==> config.mk <==
export PLATFORM = sky130hd
export DESIGN_NAME = if_fetch_flat
export DESIGN_NICKNAME = d
export VERILOG_FILES = /design/src/rtl/if_fetch_pkg.sv /design/src/rtl/if_fetch_if.sv /design/src/rtl/if_fetch_pc_next.sv /design/src/rtl/if_fetch.sv /design/src/flat_wrapper.sv
export SDC_FILE = /design/constraint.sdc
export NUM_CORES = 1
export LEC_CHECK = 0
export CAP_MARGIN = 5
export CORE_MARGIN = 2
export CORE_UTILIZATION = 40
export DETAILED_ROUTE_END_ITERATION = 8
export GPL_TIMING_DRIVEN = 0
export HOLD_SLACK_MARGIN = 0.03
export PLACE_DENSITY_LB_ADDON = 0.05
export SYNTH_ARGS = -nofsm -noshare
export SYNTH_HDL_FRONTEND = slang
export SYNTH_SLANG_ARGS = --single-unit
==> constraint.sdc <==
create_clock -name clk -period 7 [get_ports clk]
set_clock_uncertainty 0.05 [all_clocks]
set_input_delay 0.7 -clock clk [delete_from_list [all_inputs] [get_ports clk]]
set_output_delay 0.7 -clock clk [all_outputs]
set_load 0.01 [all_outputs]
==> src/rtl/if_fetch_pkg.sv <==
// Shared definitions for the GeMIPS instruction-fetch stage: reset PC default,
// fetch FSM state encodings, NOP encoding and a word-alignment helper.
package if_fetch_pkg;

  localparam logic [31:0] RESET_PC_DEFAULT = 32'hBFC0_0000;
  localparam logic [31:0] NOP              = 32'h0000_0000;

  typedef enum logic [1:0] {
    ST_IDLE = 2'd0,
    ST_WAIT = 2'd1,
    ST_HOLD = 2'd2
  } fetch_state_t;

  function automatic logic [31:0] word_align(input logic [31:0] addr);
    return {addr[31:2], 2'b00};
  endfunction

endpackage

==> src/rtl/if_fetch_if.sv <==
// Instruction-memory request/acknowledge bus between the fetch stage (master)
// and instruction memory (slave).
interface if_fetch_if;
  logic        inst_req;
  logic [31:0] inst_addr;
  logic        inst_ack;
  logic [31:0] inst_rdata;

  modport master (output inst_req, output inst_addr, input inst_ack, input inst_rdata);
  modport slave  (input inst_req, input inst_addr, output inst_ack, output inst_rdata);
endinterface

==> src/rtl/if_fetch_pc_next.sv <==
// Combinational next-fetch-address select (module if_pc_next): a live redirect
// wins over a pending one, otherwise the delivered address plus 4.
module if_pc_next
  import if_fetch_pkg::*;
(
  input  logic [31:0] base_addr,
  input  logic        pend,
  input  logic [31:0] pend_target,
  input  logic        live,
  input  logic [31:0] live_target,
  output logic [31:0] next_addr,
  output logic        redirect
);

  always_comb begin
    redirect  = pend | live;
    next_addr = base_addr + 32'd4;
    if (live) begin
      next_addr = word_align(live_target);
    end else if (pend) begin
      next_addr = pend_target;
    end
  end

endmodule

==> src/rtl/if_fetch.sv <==
// GeMIPS instruction-fetch stage: owns the PC, runs the imem handshake and the
// IF/ID register. Define GEMIPS_DELAY_SLOT_EN to deliver the post-branch word.
module if_fetch
  import if_fetch_pkg::*;
#(
  parameter logic [31:0] RESET_PC = RESET_PC_DEFAULT
) (
  input  logic              clk,
  input  logic              rst,
  input  logic              if_stop,
  input  logic              branch_flag,
  input  logic [31:0]       branch_target,
  if_fetch_if.master        imem,
  output logic              if_valid,
  output logic [31:0]       if_pc,
  output logic [31:0]       if_inst
);

  fetch_state_t state, state_nxt;

  logic [31:0] pc;
  logic [31:0] hold_pc;
  logic [31:0] hold_inst;
  logic        redir_pend;
  logic [31:0] redir_target;

  logic        issue;
  logic        capture;
  logic        bubble;
  logic        deliver;
  logic        from_hold;
  logic        branch_live;
  logic [31:0] del_addr;
  logic [31:0] del_inst;
  logic [31:0] next_addr;
  logic        redirect;

  always_ff @(posedge clk or posedge rst) begin
    if (rst) state <= ST_IDLE;
    else     state <= state_nxt;
  end

  always_comb begin
    state_nxt = state;
    issue     = 1'b0;
    capture   = 1'b0;
    bubble    = 1'b0;
    deliver   = 1'b0;
    from_hold = 1'b0;
    case (state)
      ST_IDLE: begin
        issue     = 1'b1;
        state_nxt = ST_WAIT;
      end
      ST_WAIT: begin
        if (imem.inst_ack) begin
          if (!if_stop) begin
            deliver = 1'b1;
          end else begin
            capture   = 1'b1;
            state_nxt = ST_HOLD;
          end
        end else if (!if_stop) begin
          bubble = 1'b1;
        end
      end
      ST_HOLD: begin
        if (!if_stop) begin
          deliver   = 1'b1;
          from_hold = 1'b1;
          state_nxt = ST_WAIT;
        end
      end
      default: state_nxt = ST_IDLE;
    endcase
  end

  // Branches are only honoured when ID is not stalled; ID re-presents them otherwise.
  assign branch_live = branch_flag & ~if_stop;
  assign del_addr    = from_hold ? hold_pc   : imem.inst_addr;
  assign del_inst    = from_hold ? hold_inst : imem.inst_rdata;

  if_pc_next u_pc_next (
    .base_addr   (del_addr),
    .pend        (redir_pend),
    .pend_target (redir_target),
    .live        (branch_live),
    .live_target (branch_target),
    .next_addr   (next_addr),
    .redirect    (redirect)
  );

  always_ff @(posedge clk or posedge rst) begin
    if (rst) begin
      pc             <= RESET_PC;
      imem.inst_req  <= 1'b0;
      imem.inst_addr <= RESET_PC;
      if_valid       <= 1'b0;
      if_pc          <= 32'd0;
      if_inst        <= 32'd0;
      hold_pc        <= 32'd0;
      hold_inst      <= NOP;
      redir_pend     <= 1'b0;
      redir_target   <= 32'd0;
    end else begin
      if (issue) begin
        imem.inst_req  <= 1'b1;
        imem.inst_addr <= pc;
      end
      if (capture) begin
        hold_pc       <= imem.inst_addr;
        hold_inst     <= imem.inst_rdata;
        imem.inst_req <= 1'b0;
      end
      if (bubble) begin
        if_valid <= 1'b0;
      end
      if (deliver) begin
        imem.inst_req  <= 1'b1;
        imem.inst_addr <= next_addr;
        pc             <= next_addr;
        if_pc          <= del_addr;
        if (redirect) begin
          redir_pend <= 1'b0;
`ifdef GEMIPS_DELAY_SLOT_EN
          if_valid <= 1'b1;
          if_inst  <= del_inst;
`else
          if_valid <= 1'b0;
          if_inst  <= NOP;
`endif
        end else begin
          if_valid <= 1'b1;
          if_inst  <= del_inst;
        end
      end else if (branch_live) begin
        // The in-flight request completes; its word is consumed as the branch successor.
        redir_pend   <= 1'b1;
        redir_target <= word_align(branch_target);
      end
    end
  end

endmodule
==> src/flat_wrapper.sv <==
// flat-port wrapper written by rule: the top's interface ports become plain ports
module if_fetch_flat import if_fetch_pkg::*;
#(
  parameter logic [31:0] RESET_PC = RESET_PC_DEFAULT
)
  (clk, rst, if_stop, branch_flag, branch_target, if_valid, if_pc, if_inst, imem_inst_req, imem_inst_addr, imem_inst_ack, imem_inst_rdata);
  if_fetch_if imem_i ();
  input  logic clk;
  input  logic rst;
  input  logic if_stop;
  input  logic branch_flag;
  input  logic [31:0] branch_target;
  output logic if_valid;
  output logic [31:0] if_pc;
  output logic [31:0] if_inst;
  output wire logic [$bits(imem_i.inst_req)-1:0] imem_inst_req;
  output wire logic [$bits(imem_i.inst_addr)-1:0] imem_inst_addr;
  input wire logic [$bits(imem_i.inst_ack)-1:0] imem_inst_ack;
  input wire logic [$bits(imem_i.inst_rdata)-1:0] imem_inst_rdata;
  assign imem_inst_req = imem_i.inst_req;
  assign imem_inst_addr = imem_i.inst_addr;
  assign imem_i.inst_ack = imem_inst_ack;
  assign imem_i.inst_rdata = imem_inst_rdata;
  if_fetch #(.RESET_PC(RESET_PC)) u_core (.clk(clk), .rst(rst), .if_stop(if_stop), .branch_flag(branch_flag), .branch_target(branch_target), .imem(imem_i), .if_valid(if_valid), .if_pc(if_pc), .if_inst(if_inst));
endmodule
# ---- Yosys cells after proc, flatten, opt, wreduce, memory -nomap -nowiden
# Cells that the tools add are included.
dict set report classes {
  addsub 1
  n_eq_ne 6
  n_mux 30
  n_bitwise 4
  n_reduce_logical 8
}
# op count
set op_table {}
lappend op_table {{32-bit two-way mux} 7}
lappend op_table {{32-bit by 3-bit adder with 32-bit output, second input constant} 1}
lappend op_table {{1-bit two-way mux} 18}
lappend op_table {{2-bit inequality test, second input constant} 4}
lappend op_table {{2-bit two-way mux} 3}
lappend op_table {{2-bit case mux with 3 select lines} 1}
lappend op_table {{2-bit nonzero test} 3}
lappend op_table {{2-bit AND reduction} 2}
lappend op_table {{3-bit AND reduction} 1}
lappend op_table {{3-bit nonzero test} 1}
lappend op_table {{2-bit by 1-bit == test with 1-bit output, second input constant} 1}
lappend op_table {{2-bit == test, second input constant} 1}
lappend op_table {{2-bit zero test} 1}
lappend op_table {{1-bit NOT} 2}
lappend op_table {{1-bit case mux with 2 select lines} 1}
lappend op_table {{1-bit AND} 1}
lappend op_table {{1-bit OR} 1}
dict set report word_totals {
  ff_bits 227
  inputBits 69
  out_inout_bits 98
  word_cells 60
}

# ---- Longest topological paths before layout
# Gate-level depths: netlist of the first run.
dict set report depth {
  ltp_word 7
  mapped_depth 18
  mapped_depth_nobuf 12
}

# ---- Hierarchy
# A second synthesis of the first run with hierarchy kept.
dict set report hier_totals {
  hier_cells 867
  area_unflattened_um2 11215.8
}
# mod instances cells_per_inst area_per_inst_um2 seq_area_each_um2
set by_module_without_submodules {}
lappend by_module_without_submodules {if_fetch 1 691 10132.2 5703.0}
lappend by_module_without_submodules {if_pc_next 1 176 1083.5 0.0}

# ---- Worst setup path after synthesis of the first run
# Ideal clock, no wire load.
dict set report synth_timing {
  path_type {input-to-reg}
  startpoint {input if_stop}
  endpoint {register u_core.imem.inst_addr[24]}
  setup_ps 87
  t_arrival_ps 3989
  required_time_ps 6863
  slack_ps 2873
  cell_stages 16
  n_path_buf 6
  cell_sequence {nand2b_2 -> buf_6 -> buf_2 -> buf_2 -> buf_2 -> buf_2 -> nand2_1 -> nand2_1 -> ha_1 -> and4b_1 -> a31oi_1 -> or4b_1 -> buf_2 -> or4_4 -> o211ai_1 -> o21ai_1}
}
dict set report synth_via {
  elab_chain_cells 7
  word_cells_on_any_way 12
  cone_classes {add/sub (1); mux (8); bitwise (2); reduce/logical (1)}
}
# element line_no
set synth_lines {}
lappend synth_lines {{start, declared} flat_wrapper.sv:10} ;# input logic if_stop;
lappend synth_lines {{1-bit two-way mux} if_fetch.sv:68} ;# if (!if_stop) begin
lappend synth_lines {{1-bit two-way mux} if_fetch.sv:50} ;# case (state)
lappend synth_lines {{32-bit two-way mux} if_fetch.sv:80} ;# assign del_addr = from_hold ? hold_pc : imem.inst_addr;
lappend synth_lines {{net u_core.del_addr[3]} if_fetch.sv:33} ;# logic [31:0] del_addr;
lappend synth_lines {{32-bit by 3-bit adder with 32-bit output} if_fetch_pc_next.sv:17} ;# next_addr = base_addr + 32'd4;
lappend synth_lines {{32-bit two-way mux} if_fetch_pc_next.sv:20} ;# end else if (pend) begin
lappend synth_lines {{32-bit two-way mux} if_fetch_pc_next.sv:18} ;# if (live) begin
lappend synth_lines {{32-bit two-way mux} if_fetch.sv:118} ;# if (deliver) begin
lappend synth_lines {{end signal, assigned} if_fetch.sv:108} ;# imem.inst_addr <= pc;
lappend synth_lines {{end signal, assigned} if_fetch.sv:120} ;# imem.inst_addr <= next_addr;
lappend synth_lines {{end, declared} if_fetch_if.sv:9} ;# modport master (output inst_req, output inst_addr, input inst_ack, input inst_rdata);
# The timed path passes the listed nets, and every way through them passes these cells.
# A chain may end at the register's enable or synchronous reset.

# ---- Worst setup path in the final report of the first run
dict set report layout_timing {
  startpoint {input if_stop}
  endpoint {register u_core.imem.inst_addr[30]}
}
# Same word-level chain as after synthesis.

==> flow_metrics.env, run 1 <==
export IMPL_outcome="finished, final reports clean"
export IMPL_power_switching_mw=2.26
export IMPL_whs_ns=0.409
export IMPL_cts_hold_buf=0
export IMPL_fin_crit_ns=5.63
export IMPL_rows=61
export IMPL_drtPass1Iterations=5
export IMPL_netlist_area_um2=11300
export IMPL_crit_buf_inv=7
export IMPL_cts_sinks=227
export IMPL_start_util_pct=40.5
export IMPL_rsz0062_at_grt="no"
export IMPL_area_growth_pct=27.0
export IMPL_syn_instance_count=1049
export IMPL_place_congestion=0.868
export IMPL_synth_seq_cells=227
export IMPL_dieArea_um2=29500
export IMPL_power_leakage_nw=6.11
export IMPL_setup_viol_count_final=0
export IMPL_synth_nets=1122
export IMPL_core_area_um2=27800
export IMPL_ir_drop_v=0.000166
export IMPL_critPathArrivalTime_ns=5.95
export IMPL_r2r_slack_ns=1.60
export IMPL_drv_slew=0
export IMPL_antenna_found_initial=0
export IMPL_cp_data_required_time_ns=7.31
export IMPL_place_ws_ns=0.937
export IMPL_antenna_left=0
export IMPL_internal_power_mw=3.94
export IMPL_path_class="input port to register"
export IMPL_seq_area_frac_synth_pct=50.7
export IMPL_synth_edf_count=0
export IMPL_cts_htree_levels=1
export IMPL_power_frac_clock_pct=23.0
export IMPL_cts_root_buf="clkbuf_16"
export IMPL_total_power_mw=6.21
export IMPL_diodes=0
export IMPL_num_vias=9241
export IMPL_clock_path_buffers=3
export IMPL_drc=0
export IMPL_ys_warn_count=0
export IMPL_tightestPinTransition_ns=1.27
export IMPL_drive_above_1_share_pct=15.0
export IMPL_startpoint_type="input port"
export IMPL_grtUsageTotal_pct=25.2
export IMPL_clock_latency_ns=0.53
export IMPL_io_buffers=164
export IMPL_wl_per_cell_um=22.5
export IMPL_dp_hpwl_mm=25.0
export IMPL_end_kind="register"
export IMPL_wirelength_mm=36.8
export IMPL_combPwrFrac_pct=40.2
export IMPL_fp_dieW_um=172
export IMPL_async_reset_ff_share_pct=100
export IMPL_swShare_pct=36.5
export IMPL_path_clk_slew_ns=0.06
export IMPL_worstHoldPathType="register to register"
export IMPL_fin_ws_ns=1.37
export IMPL_max_slew_margin_rel_pct=15.6
export IMPL_cp_max_fo=10
export IMPL_finalCritPeriodShare_pct=80.5
export IMPL_cpMaxStageDelayCell="clkdlybuf4s50_1"
export IMPL_max_freq_mhz=178
export IMPL_grt_pass1_wl_mm=55.5
export IMPL_crit_path_cell_trace="clkdlybuf4s50_1 > nand2b_2 > buf_6 > buf_2 > buf_2 > buf_2 > buf_2 > nand2_1 > nand2_1 > ha_1 > and4b_1 > a31oi_1 > or4b_1 > buf_2 > nor4_1 > mux2i_1 > o221ai_1"
export IMPL_cts_setup_buffers=0
export IMPL_seqPwrFrac_pct=36.8
export IMPL_die_h_um=172
export IMPL_cap_violations=0
export IMPL_max_stage_delay_ns=0.65
export IMPL_ios=167
export IMPL_grt_max_degree=119
export IMPL_cp_top_family="buffers and inverters"
export IMPL_finalHoldViolations=0
export IMPL_grt_overflow_total=0
export IMPL_cts_resized=0
export IMPL_numCtsBuffers=27
export IMPL_synth_top_flop_cell="dfrtp_1"
export IMPL_powerDensity_nw_per_um2=434
export IMPL_tritoncts="yes"
export IMPL_nets=1317
export IMPL_syn_avg_cell_area_um2=10.7
export IMPL_nFillCells=2644
export IMPL_synth_cell_type_count=63
export IMPL_drt_iter0_drc=772
export IMPL_crit_top_cell="buf_2"
export IMPL_first_global_vias=9024
export IMPL_viasPerCell=5.64
## layout by cell type (no fill, tap or decap), types with 6 or more instances in the layout
master,n
mux2_2,113
clkdlybuf4s50_1,164
nand3_1,12
nand4_1,7
a211oi_1,10
inv_1,7
buf_2,14
xor2_1,8
a21oi_1,36
nor3_1,22
nor3b_1,9
nor2_1,52
clkbuf_1,66
clkbuf_16,27
o21ai_0,51
dfstp_2,18
nand2_1,142
nor4_1,7
a31oi_1,11
o31ai_1,36
nand3b_1,13
mux2i_1,98
o22ai_1,8
nor2b_1,6
dfrtp_1,209
and4b_1,7
o211ai_1,19
## logic make-up (layout without fill, tap and decap cells)
family | after synthesis | in the layout | share of synthesized area [%]
flip-flops | 227 | 227 | 50.7
adder cells (fa/ha/maj) | 4 | 4 | 0.445
XOR/XNOR | 10 | 10 | 0.778
AND/OR/NAND/NOR | 305 | 305 | 13.0
buffers and inverters | 83 | 294 | 2.98
AO/OA/AOI/OAI | 209 | 209 | 12.1
multiplexers | 211 | 211 | 20.0
## cells in the mapped netlist (3+ instances only)
cell type | instances | area share, %
and3_1 | 5 | 0.28
and2_1 | 5 | 0.28
buf_2 | 13 | 0.58
o31ai_1 | 36 | 2.4
mux2i_1 | 98 | 8.7
nand3_1 | 12 | 0.53
o221ai_1 | 4 | 0.31
nand2_1 | 142 | 4.7
and4b_1 | 7 | 0.62
o22ai_1 | 8 | 0.44
o31a_1 | 3 | 0.23
nor3b_1 | 9 | 0.60
nor4_1 | 7 | 0.39
nor2b_1 | 6 | 0.33
a211oi_1 | 10 | 0.67
nor2_1 | 52 | 1.7
nand3b_1 | 13 | 0.87
o2111ai_1 | 4 | 0.31
o21ai_0 | 51 | 2.3
a21boi_0 | 3 | 0.20
or3_1 | 3 | 0.17
xor2_1 | 8 | 0.62
mux2_2 | 113 | 11
a21oi_1 | 36 | 1.6
o211ai_1 | 19 | 1.3
inv_1 | 8 | 0.27
a31oi_1 | 11 | 0.61
nand4_1 | 7 | 0.39
dfstp_2 | 18 | 4.2
nand2b_1 | 3 | 0.17
clkbuf_1 | 57 | 1.9
dfrtp_1 | 209 | 46
buf_1 | 4 | 0.13
nor3_1 | 22 | 0.98
or4_1 | 4 | 0.27
ha_1 | 4 | 0.44
## power groups by stage
stage	logic [mW]	clock network, mW	registers [mW]
after CTS	2.50	1.45	2.28
after global routing	2.72	1.51	2.36
after detailed placement	2.49	0	2.30
after floorplan	1.38	0	2.30
after global placement	2.46	0	2.30
final	2.49	1.43	2.29
## flip-flops by register name, summed over array words and instances, names as in the netlist
register,count
u_core.state,2
u_core.if_valid,1
u_core.redir_pend,1
u_core.imem.inst_req,1
u_core.pc,32
u_core.hold_pc,32
u_core.hold_inst,32
u_core.if_inst,32
u_core.imem.inst_addr,32
u_core.redir_target,30
u_core.if_pc,32
## layout make-up
class	instances	area, µm²	area share, %
Inverter	8	37.5	0.263
Clock buffer	39	751	5.25
Timing Repair Buffer	166	1670	11.7
Buffer	75	305	2.14
Clock inverter	6	130	0.910
Sequential cell	227	5700	39.9
Tap cell	378	473	3.31
Multi-Input combinational cell	739	5220	36.5
## tightest hold or removal path: stages (launching register included)
cell and delay, ns:
dfstp_2 0.37, nand2_1 0.05, nand2_1 0.05
## routing by layer
| metal | vias up | wire length [µm] | global-route usage [%] |
|---|---|---|---|
| met1 | 4626 | 16100 | 34.3 |
| li1 | 4208 | - | - |
| met5 | - | 0 | 0 |
| met3 | 63 | 2740 | 5.41 |
| met2 | 344 | 17100 | 40.5 |
| met4 | 0 | 886 | 7.23 |
## path summary, 6_finish.rpt
| check | startpoint | to | cells after the start |
|---|---|---|---|
| worst min-delay path | u_core.pc[23] | u_core.pc[23] | 2 |
| worst max register to register | u_core.state[0] | u_core.imem.inst_addr[30] | 18 |
| worst max-delay path | if_stop | u_core.imem.inst_addr[30] | 17 |
| worst min register to register | u_core.pc[23] | u_core.pc[23] | 2 |
| min in group asynchronous | rst | u_core.imem.inst_addr[30] | 2 |
| max in group asynchronous | rst | u_core.if_pc[9] | 3 |
## stage by stage
step | instance area, µm² | instances | setup TNS (ns) | util [%]
final | 14300 | 1638 | 0 | 51.5
after global routing | 14300 | 1638 | 0 | 51.5
after CTS | 14300 | 1638 | 0 | 51.5
after detailed placement | 13400 | 1593 | 0 | 48.3
after global placement | 13400 | 1591 | -738.86 | 48.1
after floorplan | 11300 | 1049 | 0 | -
Power figures use the tool's default switching activity.
==> run 2: changes to the inputs <==
clock period = 4.6 ns   (was 7 ns; I/O delays follow)
==> run 2 against run 1 <==
Against the previous run:
- total power grew 49%
- register-to-register slack lost 1.4 ns
- critical path depth shrank 2
- critical endpoint is now u_core.imem.inst_addr[24]
==> flow_metrics.env, run 2 (synthesis results as in run 1) <==
export IMPL_outcome="finished, final reports clean"
export IMPL_crit_path_cell_trace="clkdlybuf4s50_1 > nand2b_2 > buf_6 > buf_4 > buf_6 > nand2_1 > nand2_1 > ha_1 > and4b_1 > a31oi_1 > or4b_1 > buf_2 > or4_4 > o211ai_1 > o21ai_1"
export IMPL_path_class="input port to register"
export IMPL_dp_cells=1597
export IMPL_max_stage_delay_ns=0.67
export IMPL_drive_above_1_share_pct=15.3
export IMPL_cp_data_required_time_ns=4.97
export IMPL_rsz0062_at_grt="no"
export IMPL_antenna_left=0
export IMPL_antenna_found_initial=0
export IMPL_critPathArrivalTime_ns=4.74
export IMPL_clock_path_buffers=3
export IMPL_io_buffers=164
export IMPL_r2r_slack_ns=0.25
export IMPL_rows=61
export IMPL_first_global_vias=9116
export IMPL_ir_drop_v=0.000302
export IMPL_nFillCells=2613
export IMPL_cpMaxStageDelayCell="clkdlybuf4s50_1"
export IMPL_clock_latency_ns=0.54
export IMPL_power_leakage_nw=6.11
export IMPL_dp_hpwl_mm=25.7
export IMPL_cts_htree_levels=1
export IMPL_grt_pass1_wl_mm=55.6
export IMPL_num_vias=9240
export IMPL_cts_setup_buffers=0
export IMPL_max_freq_mhz=229
export IMPL_drtPass1Iterations=5
export IMPL_end_kind="register"
export IMPL_total_power_mw=9.24
export IMPL_max_slew_margin_rel_pct=14.2
export IMPL_cap_violations=0
export IMPL_worstReg2RegStart="u_core.state[0]"
export IMPL_path_clk_slew_ns=0.06
export IMPL_finalCritPeriodShare_pct=95.0
export IMPL_worstHoldPathType="input port to asynchronous set/reset pin"
export IMPL_grt_overflow_total=0
export IMPL_final_common_cell="dfrtp_1"
export IMPL_cts_sinks=227
export IMPL_r2r_end="u_core.imem.inst_addr[24]"
export IMPL_cts_root_buf="clkbuf_16"
export IMPL_drc=0
export IMPL_grt_max_degree=41
export IMPL_viasPerCell=5.64
export IMPL_tightestPinTransition_ns=1.29
export IMPL_startpoint_type="input port"
export IMPL_fin_crit_ns=4.37
export IMPL_nets=1317
export IMPL_wl_per_cell_um=22.4
export IMPL_die_h_um=172
export IMPL_core_area_um2=27800
export IMPL_dieArea_um2=29500
export IMPL_diodes=0
export IMPL_drv_slew=0
export IMPL_area_growth_pct=27.2
export IMPL_final_cell_mix="dfrtp_1, clkdlybuf4s50_1, nand2_1, mux2_2, mux2i_1"
export IMPL_start_util_pct=40.5
export IMPL_tritoncts="yes"
export IMPL_drt_iter0_drc=814
export IMPL_grtUsageTotal_pct=25.1
export IMPL_finalHoldViolations=0
export IMPL_powerDensity_nw_per_um2=646
export IMPL_fp_dieW_um=172
export IMPL_setup_viol_count_final=0
export IMPL_tns_ns=0
export IMPL_cts_hold_buf=0
export IMPL_cp_max_fo=19
export IMPL_numCtsBuffers=26
export IMPL_place_congestion=0.886
export IMPL_ios=167
export IMPL_wirelength_mm=36.7
export IMPL_finalNonFillerCells=1637
export IMPL_reg2reg_depth=16
run 2: how the worst max path moves through the flow:
stage / start / endpoint / slack (ns) / cells after the start
3_5_place_dp: if_stop / u_core.imem.inst_addr[30] / -1.26 / 17
2_1_floorplan: u_core.state[0] / u_core.imem.inst_addr[24] / 0.57 / 18
4_1_cts: u_core.state[0] / u_core.imem.inst_addr[22] / 0.03 / 16
5_1_grt: u_core.state[0] / u_core.imem.inst_addr[24] / 0.02 / 16
6_report: if_stop / u_core.imem.inst_addr[24] / 0.23 / 15
3_3_place_gp: if_stop / u_core.imem.inst_addr[30] / -1.30 / 17
run 2: power by group:
part / internal (mW) / total, mW / switching (mW)
clock: 1.13 / 1.95 / 0.825
sequential: 2.88 / 3.48 / 0.608
combinational: 1.79 / 3.80 / 2.01
total: 5.80 / 9.24 / 3.45
run 2: final cells by class:
class / instances / area (µm²) / area share (%)
flip-flops and latches: 227 / 5700 / 39.8
clock buffers: 40 / 764 / 5.34
repair buffers: 170 / 1760 / 12.3
well taps: 378 / 473 / 3.30
inverters: 8 / 33.8 / 0.236
clock inverters: 3 / 15.0 / 0.105
multi-input cells: 739 / 5250 / 36.7
plain buffers: 72 / 314 / 2.19
run 2: timing repair:
item | 4_1_cts | 5_1_grt
hold endpoints to repair | 0 | 0
setup endpoints to repair | 22 | 12
gates resized for setup | 6 | 8
run 2: per-layer routing:
layer / GRT usage (%) / routed length (µm) / up-vias
li1: - / - / 4190
met1: 34.3 / 16000 / 4608
met2: 39.6 / 16500 / 362
met3: 5.34 / 2890 / 80
met4: 9.10 / 1330 / 0
met5: 0 / 0 / -
run 2: metrics by stage:
| step | hold slack (ns) | cell area [µm²] | worst slack, ns | util (%) |
|---|---|---|---|---|
| 6_report | 0.257 | 14300 | 0.229 | 51.5 |
| 5_1_grt | 0.279 | 14300 | 0.0235 | 51.5 |
| 4_1_cts | 0.256 | 14300 | 0.0319 | 51.4 |
| 3_5_place_dp | 0.399 | 13500 | -1.26 | 48.6 |
| 3_3_place_gp | 0.396 | 13400 | -1.30 | 48.1 |
| 2_1_floorplan | 0.389 | 11300 | 0.573 | - |
run 2: critical path: cells and delay by family:
| family | cells | cell delay, ns |
|---|---|---|
| AO/OA/AOI/OAI | 3 | 0.44 |
| adder cells (fa/ha/maj) | 1 | 0.25 |
| AND/OR/NAND/NOR | 6 | 1.76 |
| buffers and inverters | 5 | 1.80 |
==> run 3: changes to the inputs <==
CORE_MARGIN = default   (was 2)
==> run 3 against run 2 <==
Against the previous run:
- sequential power about the same
- largest cell class unchanged
- clock power up 11%
- critical path depth up 1
- total power up 2.3%
- critical endpoint is now u_core.imem.inst_addr[26]
==> flow_metrics.env, run 3 (synthesis results as in run 1) <==
export IMPL_cts_htree_levels=1
export IMPL_io_buffers=164
export IMPL_outcome="finished, final reports clean"
export IMPL_diodes=0
export IMPL_cts_setup_buffers=0
export IMPL_grt_max_degree=40
export IMPL_die_h_um=170
export IMPL_grt_overflow_total=0
export IMPL_tightestPinTransition_ns=1.24
export IMPL_worstHoldPathType="input port to asynchronous set/reset pin"
export IMPL_finalHoldViolations=0
export IMPL_whs_ns=0.282
export IMPL_fp_dieW_um=170
export IMPL_max_freq_mhz=229
export IMPL_wirelength_mm=36.8
export IMPL_path_class="register to register"
export IMPL_final_common_cell="dfrtp_1"
export IMPL_power_leakage_nw=6.20
export IMPL_ios=167
export IMPL_drt_iter0_drc=635
export IMPL_antenna_found_initial=0
export IMPL_nets=1319
export IMPL_dp_hpwl_mm=25.6
export IMPL_viasPerCell=5.61
export IMPL_finalNonFillerCells=1645
export IMPL_ir_drop_v=0.000293
export IMPL_r2r_end="u_core.imem.inst_addr[26]"
export IMPL_place_congestion=0.842
export IMPL_numCtsBuffers=27
export IMPL_r2r_slack_ns=0.23
export IMPL_rsz0062_at_grt="no"
export IMPL_reg2reg_depth=16
export IMPL_cts_sinks=227
export IMPL_drc=0
export IMPL_rows=61
export IMPL_core_area_um2=27700
export IMPL_cts_root_buf="clkbuf_16"
export IMPL_first_global_vias=8896
export IMPL_critPathArrivalTime_ns=4.75
export IMPL_clock_latency_ns=0.54
export IMPL_grt_pass1_wl_mm=55.3
export IMPL_clock_path_buffers=3
export IMPL_setup_viol_count_final=0
export IMPL_seqCellArea_um2=5700
export IMPL_path_clk_slew_ns=0.06
export IMPL_drive_above_1_share_pct=16.1
export IMPL_cp_data_required_time_ns=4.98
export IMPL_dp_cells=1597
export IMPL_num_vias=9228
export IMPL_grtUsageTotal_pct=25.7
export IMPL_cap_violations=0
export IMPL_start_util_pct=40.6
export IMPL_final_cell_mix="dfrtp_1, clkdlybuf4s50_1, nand2_1, mux2_2, mux2i_1"
export IMPL_dieArea_um2=28800
export IMPL_drv_slew=0
export IMPL_powerDensity_nw_per_um2=655
export IMPL_total_power_mw=9.45
export IMPL_drtPass1Iterations=5
export IMPL_end_kind="register"
export IMPL_finalCritPeriodShare_pct=95.0
export IMPL_fin_crit_ns=4.37
export IMPL_worstReg2RegStart="u_core.state[0]"
export IMPL_tritoncts="yes"
export IMPL_max_slew_margin_rel_pct=17.4
export IMPL_multi_input_area_um2=5240
export IMPL_antenna_left=0
export IMPL_cts_hold_buf=0
export IMPL_wl_per_cell_um=22.4
export IMPL_startpoint_type="register"
export IMPL_nFillCells=2546
export IMPL_cp_max_fo=19
export IMPL_area_growth_pct=28.3
-- run 3: cell count changes in the layout (fill, tap and decap cells not counted), sizes merged --
cell,delta
buf,+2
inv,+1
clkinv,+4
bufinv,+1
-- run 3: where the power goes --
part / switching (mW) / internal, mW
combinational: 2.00 / 1.79
clock: 0.868 / 1.31
sequential: 0.609 / 2.88
total: 3.48 / 5.97
-- run 3: area by class of cell --
class,instances,area share (%)
Buffer,72,2.16
Inverter,8,0.234
Clock inverter,9,0.511
Sequential cell,227,39.5
Timing Repair Buffer,171,12.2
Clock buffer,41,5.80
Multi-Input combinational cell,739,36.3
Tap cell,378,3.27
-- run 3: stage by stage --
step           setup WS [ns]  utilization (%)  setup TNS, ns  cell area [µm²]
2_1_floorplan          0.573                -              0            11300
3_3_place_gp           -1.25             48.3        -211.43            13400
3_5_place_dp           -1.29             48.7         -21.42            13500
4_1_cts               0.0193             52.0              0            14400
5_1_grt               0.0336             52.1              0            14400
6_report               0.230             52.1              0            14400
-- run 3: timing repair --
| action | in CTS | in global routing |
|---|---|---|
| cloned | 0 | 0 |
| endpoints found under the setup margin | 22 | 13 |
| resized for setup | 5 | 8 |
| hold endpoints to repair | 0 | 0 |
-- run 3: how the worst max path moves through the flow --
stage / from / to / slack [ns] / cells after the start
2_1_floorplan: u_core.state[0] / u_core.imem.inst_addr[24] / 0.57 / 18
3_3_place_gp: if_stop / u_core.imem.inst_addr[30] / -1.25 / 17
3_5_place_dp: if_stop / u_core.imem.inst_addr[30] / -1.29 / 17
4_1_cts: u_core.state[0] / u_core.imem.inst_addr[30] / 0.02 / 16
5_1_grt: u_core.state[0] / u_core.imem.inst_addr[24] / 0.03 / 16
6_report: u_core.state[0] / u_core.imem.inst_addr[26] / 0.23 / 16
-- run 3: per-layer routing --
metal	routed length [µm]	up-vias	track usage, %	share of wire [%]
met2	16600	374	40.0	45
li1	-	4213	-	-
met1	16200	4573	35.1	44
met3	2740	68	5.81	7.4
met4	1290	0	9.01	3.5
met5	0	-	0	0
-- run 3: critical path, stage by stage (launching register included) --
cell,delay [ns]
dfrtp_1,0.40
inv_1,0.10
ha_1,0.22
nor2b_1,0.13
buf_2,0.29
buf_4,0.29
buf_8,0.28
nand2_1,0.09
nand2_1,0.09
ha_1,0.23
and4b_1,0.24
a31oi_1,0.09
or4b_1,0.55
buf_2,0.25
or4_4,0.59
mux2i_1,0.23
o22ai_1,0.11
==> RTL change 1 (flow settings as in run 1) <==
Reset style: synchronous (`rst`), changed in 2 clocked blocks.
--- a/src/rtl/if_fetch.sv
+++ b/src/rtl/if_fetch.sv
@@ -36,5 +36,5 @@
   logic        redirect;
 
-  always_ff @(posedge clk or posedge rst) begin
+  always_ff @(posedge clk) begin
     if (rst) state <= ST_IDLE;
     else     state <= state_nxt;
@@ -91,5 +91,5 @@
   );
 
-  always_ff @(posedge clk or posedge rst) begin
+  always_ff @(posedge clk) begin
     if (rst) begin
       pc             <= RESET_PC;
Check against the original RTL: differs if rst is asserted again (counterexample within 4 cycles, from zero or initial values and one cycle with rst high); with rst held inactive, the same outputs for 4 cycles.
==> RTL change 1 against run 1 <==
Design area is 9.5% lower; cell count rose by 7.7%; setup slack improved by 0.48 ns; sequential cell count stayed put; area after synthesis is 11% lower; count of clock-buffer cells in the layout rose by 5; wire length shrank 6.8%; largest cell class is now multi-input gates; highest routed layer unchanged.
Power is not compared: it rests on default switching activity, and its combinational part moved more than twofold at a synthesized area within 25%.
==> RTL change 1: results (changes against run 1) <==
Synthesis
  • Distinct cell type count after synthesis: 60 (-4.8%)
  • Synth cell count leaders: nand2_1 (311), dfxtp_1 (227), a21oi_1 (136)
  • Asr flop ratio synth: 0% (-100 points)
  • Post-Synthesis Cells: 1228 (+17%)

GRT
  • Initial antenna violation count: 2 (+2)
  • Largest net degree at the start of global routing: 13 (-89%)
  • M2 GR Usage: 41.1% (+0.66 points)
  • First-pass GRT wire length: 52.2 mm (-5.9%)
  • Met1 Track Usage GR: 35.9% (+1.6 points)

Timing
  • Post-layout min period: 5.16 ns (-0.477 ns)
  • Worst hold slack: 0.387 ns (-0.0218 ns)
  • Worst-Margin Slew: 1.00 ns (-0.261 ns)

Final layout
  • Fraction of area in registers: 35.1% (-4.8 points)
  • Core Util, Final: 52.9% (+1.4 points)
  • Clock-cell share: 6.60% (+0.44 points)
  • Layout Cells excl Fill: 1764 (+7.7%)
  • Multi-In Gates: 907 (+23%)
  • Area of the multi-input gates: 0.00508 mm² (-2.6%)
  • Inverter count: 4 (-4)

Worst setup path
  • Slowest stage cell, crit path: buf_2
  • Slowest stage delay, CP: 0.49 ns (-0.16 ns)
  • CP Launch Point: u_core.state[0]$_SDFFE_PP0P_
  • WP data arrival: 5.50 ns (-0.45 ns)

Placement
  • Place WS: 1.41 ns (+0.477 ns)
  • Gpl congestion: 0.884 (+1.7%)
  • Dpl cell area: 0.0121 mm² (-10%)

Outcome
  • Status: completed
-- RTL change 1: changes by cell type in the layout (fill, tap and decap cells not counted), sizes merged, moves of 9 or more --
cell / run 1 / this run
nand2: 142 / 312
mux2: 113 / 10
nand3b: 13 / 1
a211oi: 10 / 39
o21ai: 53 / 62
dfrtp: 209 / 0
o31ai: 36 / 1
xnor2: 2 / 13
a21oi: 36 / 136
clkbuf: 96 / 115
nor2: 52 / 91
dfstp: 18 / 0
dfxtp: 0 / 227
-- RTL change 1: path summary, 6_finish.rpt --
kind                                                                to  cells past startpoint
worst max-delay path            u_core.imem.inst_addr[28]$_SDFFE_PP1P_                     17
worst max register to register  u_core.imem.inst_addr[28]$_SDFFE_PP1P_                     17
worst min-delay path                        u_core.pc[11]$_SDFFE_PP0P_                      2
worst min register to register              u_core.pc[11]$_SDFFE_PP0P_                      2
-- RTL change 1: worst min-delay path: stages (launching register included) --
cell	delay, ns
dfxtp_1	0.31
nand2_1	0.05
nand2_1	0.04
==> RTL change 2 (config.mk and constraints of run 1) <==
Without the edit above. The option `GEMIPS_DELAY_SLOT_EN` is turned on by a define.
--- a/src/rtl/if_fetch.sv
+++ b/src/rtl/if_fetch.sv
@@ -1,4 +1,6 @@
 // GeMIPS instruction-fetch stage: owns the PC, runs the imem handshake and the
 // IF/ID register. Define GEMIPS_DELAY_SLOT_EN to deliver the post-branch word.
+`define GEMIPS_DELAY_SLOT_EN
+
 module if_fetch
   import if_fetch_pkg::*;
Function: changed (a bounded check fails within 4 cycles, from zero or initial values and one cycle with rst high).
==> RTL change 2 against run 1 <==
Sequential cell count unchanged; design area shrank 3.2%; critical path depth shrank 4; clock power decreased by 7%; power increased by 0.50%; setup slack improved by 0.18 ns; wire length is 5.7% lower; area after synthesis down 3.4%.
==> RTL change 2: results (changes against run 1) <==
Outcome
  • Status: completed

Power and ir drop
  • Leak: 0.00577 µW (-5.7%)
  • Peak supply drop: 181 µV (+9.0%)

GRT
  • Initial antenna violation count: 1 (+1)
  • First-pass GRT wire length: 53.8 mm (-3.1%)
  • Largest net degree at the start of global routing: 102 (-14%)
  • Total GRT Usage: 24.7% (-0.51 points)

Synthesis
  • Net Count, Synth: 1114 (-0.71%)
  • Distinct cell type count after synthesis: 59 (-6.3%)
  • Post-Synthesis Cells: 1041 (-0.76%)
  • Top cells by area, synth: dfrtp_1 (48%), mux2_2 (11%), nand2_1 (5.9%)
  • Synth cell count leaders: dfrtp_1 (209), nand2_1 (170), mux2_2 (109)
  • Seq/Total Area, Yosys: 52.5% (+1.8 points)

Clocking
  • Clock tree root driver cell: clkbuf_16
  • Longest Clk Path Bufs: 3 (unchanged)
  • CTS buffer count: 27 (unchanged)

Detailed routing
  • 1st-iter DRT viols: 639 (-17%)
  • Via Count: 8950 (-3.1%)
  • Per-cell routed wire length: 21.7 µm (-3.4%)
  • Mean number of vias per cell: 5.60 (-0.79%)

Placement
  • Place WS: 1.02 ns (+0.0825 ns)
  • Placed cell count: 1548 (-2.8%)
  • DP HPWL: 24.2 mm (-3.3%)
  • Gpl congestion: 0.825 (-5.0%)

Final layout
  • Post-layout net count: 1310 (-0.53%)
  • Layout cells sized above 1: 14.7% (-0.28 points)

Timing
  • Worst slew margin: 26.2% (+11 points)
  • Period utilization: 77.9% (-2.5 points)

Worst setup path
  • Reg2reg setup slack: 1.70 ns (+0.10 ns)
## RTL change 2: cell types whose count changed after synthesis, sizes merged, moves of 15 or more
cell	delta
a31oi	+28
mux2i	-42
nand2	+28
nor2	+20
o31ai	-35
or3	+15
## RTL change 2: worst max-delay path, stage by stage
cell	delay (ns)
clkdlybuf4s50_1	0.68
or2b_4	0.23
buf_2	0.31
buf_1	0.73
clkbuf_1	0.80
nand2_1	0.11
nand2_1	0.13
ha_1	0.24
or4b_1	0.44
buf_2	0.21
nor4_4	0.67
nand3_1	0.21
a32o_1	0.32
## RTL change 2: layout make-up
cell class | count | area [µm²]
inverter | 7 | 33.8
clock buffer | 45 | 803
timing repair buffer | 167 | 1700
buffer | 69 | 279
clock inverter | 4 | 22.5
tap | 341 | 427
sequential | 227 | 5700
antenna | 1 | 2.50
fill | 2535 | 13000
multi-input combinational | 738 | 4860
## RTL change 2: final timing paths
kind,startpoint,depth (start not counted),endpoint
worst max register to register,u_core.state[0]$_DFFE_PP0P_,14,u_core.pc[30]$_DFFE_PP0P_
worst max-delay path,if_stop,13,u_core.pc[30]$_DFFE_PP0P_
worst min-delay path,u_core.if_pc[3]$_DFFE_PP0P_,2,u_core.if_pc[3]$_DFFE_PP0P_
worst min register to register,u_core.if_pc[3]$_DFFE_PP0P_,2,u_core.if_pc[3]$_DFFE_PP0P_
max in group asynchronous,rst,4,u_core.hold_pc[13]$_DFFE_PP0P_
min in group asynchronous,rst,2,u_core.hold_inst[0]$_DFFE_PP0P_
## RTL change 2: where the power goes
part           leakage, µW  internal, µW  total, µW  switching (µW)
Combinational      0.00266          1240       2550            1310
Clock             0.000402           776       1330             556
Sequential         0.00270          1940       2360             419
Total              0.00577          3950       6240            2280
## RTL change 2: through the flow
step | hold slack, ns | power (µW) | cell area, µm²
floorplan | 0.396 | 3780 | 10900
global placement | 0.408 | 4880 | 12900
detailed placement | 0.415 | 4920 | 13000
CTS | 0.428 | 6270 | 13800
global route | 0.442 | 6650 | 13800
finish | 0.423 | 6240 | 13800
## RTL change 2: cell families (layout without fill, tap and decap cells)
| logic type | after synthesis | count (layout) | share of synthesized area [%] |
|---|---|---|---|
| AND/OR/NAND/NOR | 347 | 347 | 14.9 |
| flip-flops | 227 | 227 | 52.5 |
| AO/OA/AOI/OAI | 211 | 211 | 12.0 |
| multiplexers | 165 | 165 | 16.5 |
| buffers and inverters | 76 | 292 | 2.81 |
| XOR/XNOR | 11 | 11 | 0.886 |
| adder cells (fa/ha/maj) | 4 | 4 | 0.460 |
| other | 0 | 1 | 0 |
## RTL change 2: routing by layer
metal | vias to the layer above | global-route usage, % | share of wire [%]
li1 | 4119 | - | -
met1 | 4518 | 34.6 | 46
met2 | 267 | 39.3 | 46
met3 | 46 | 5.12 | 6.3
met4 | 0 | 5.81 | 1.8
met5 | - | 0 | 0
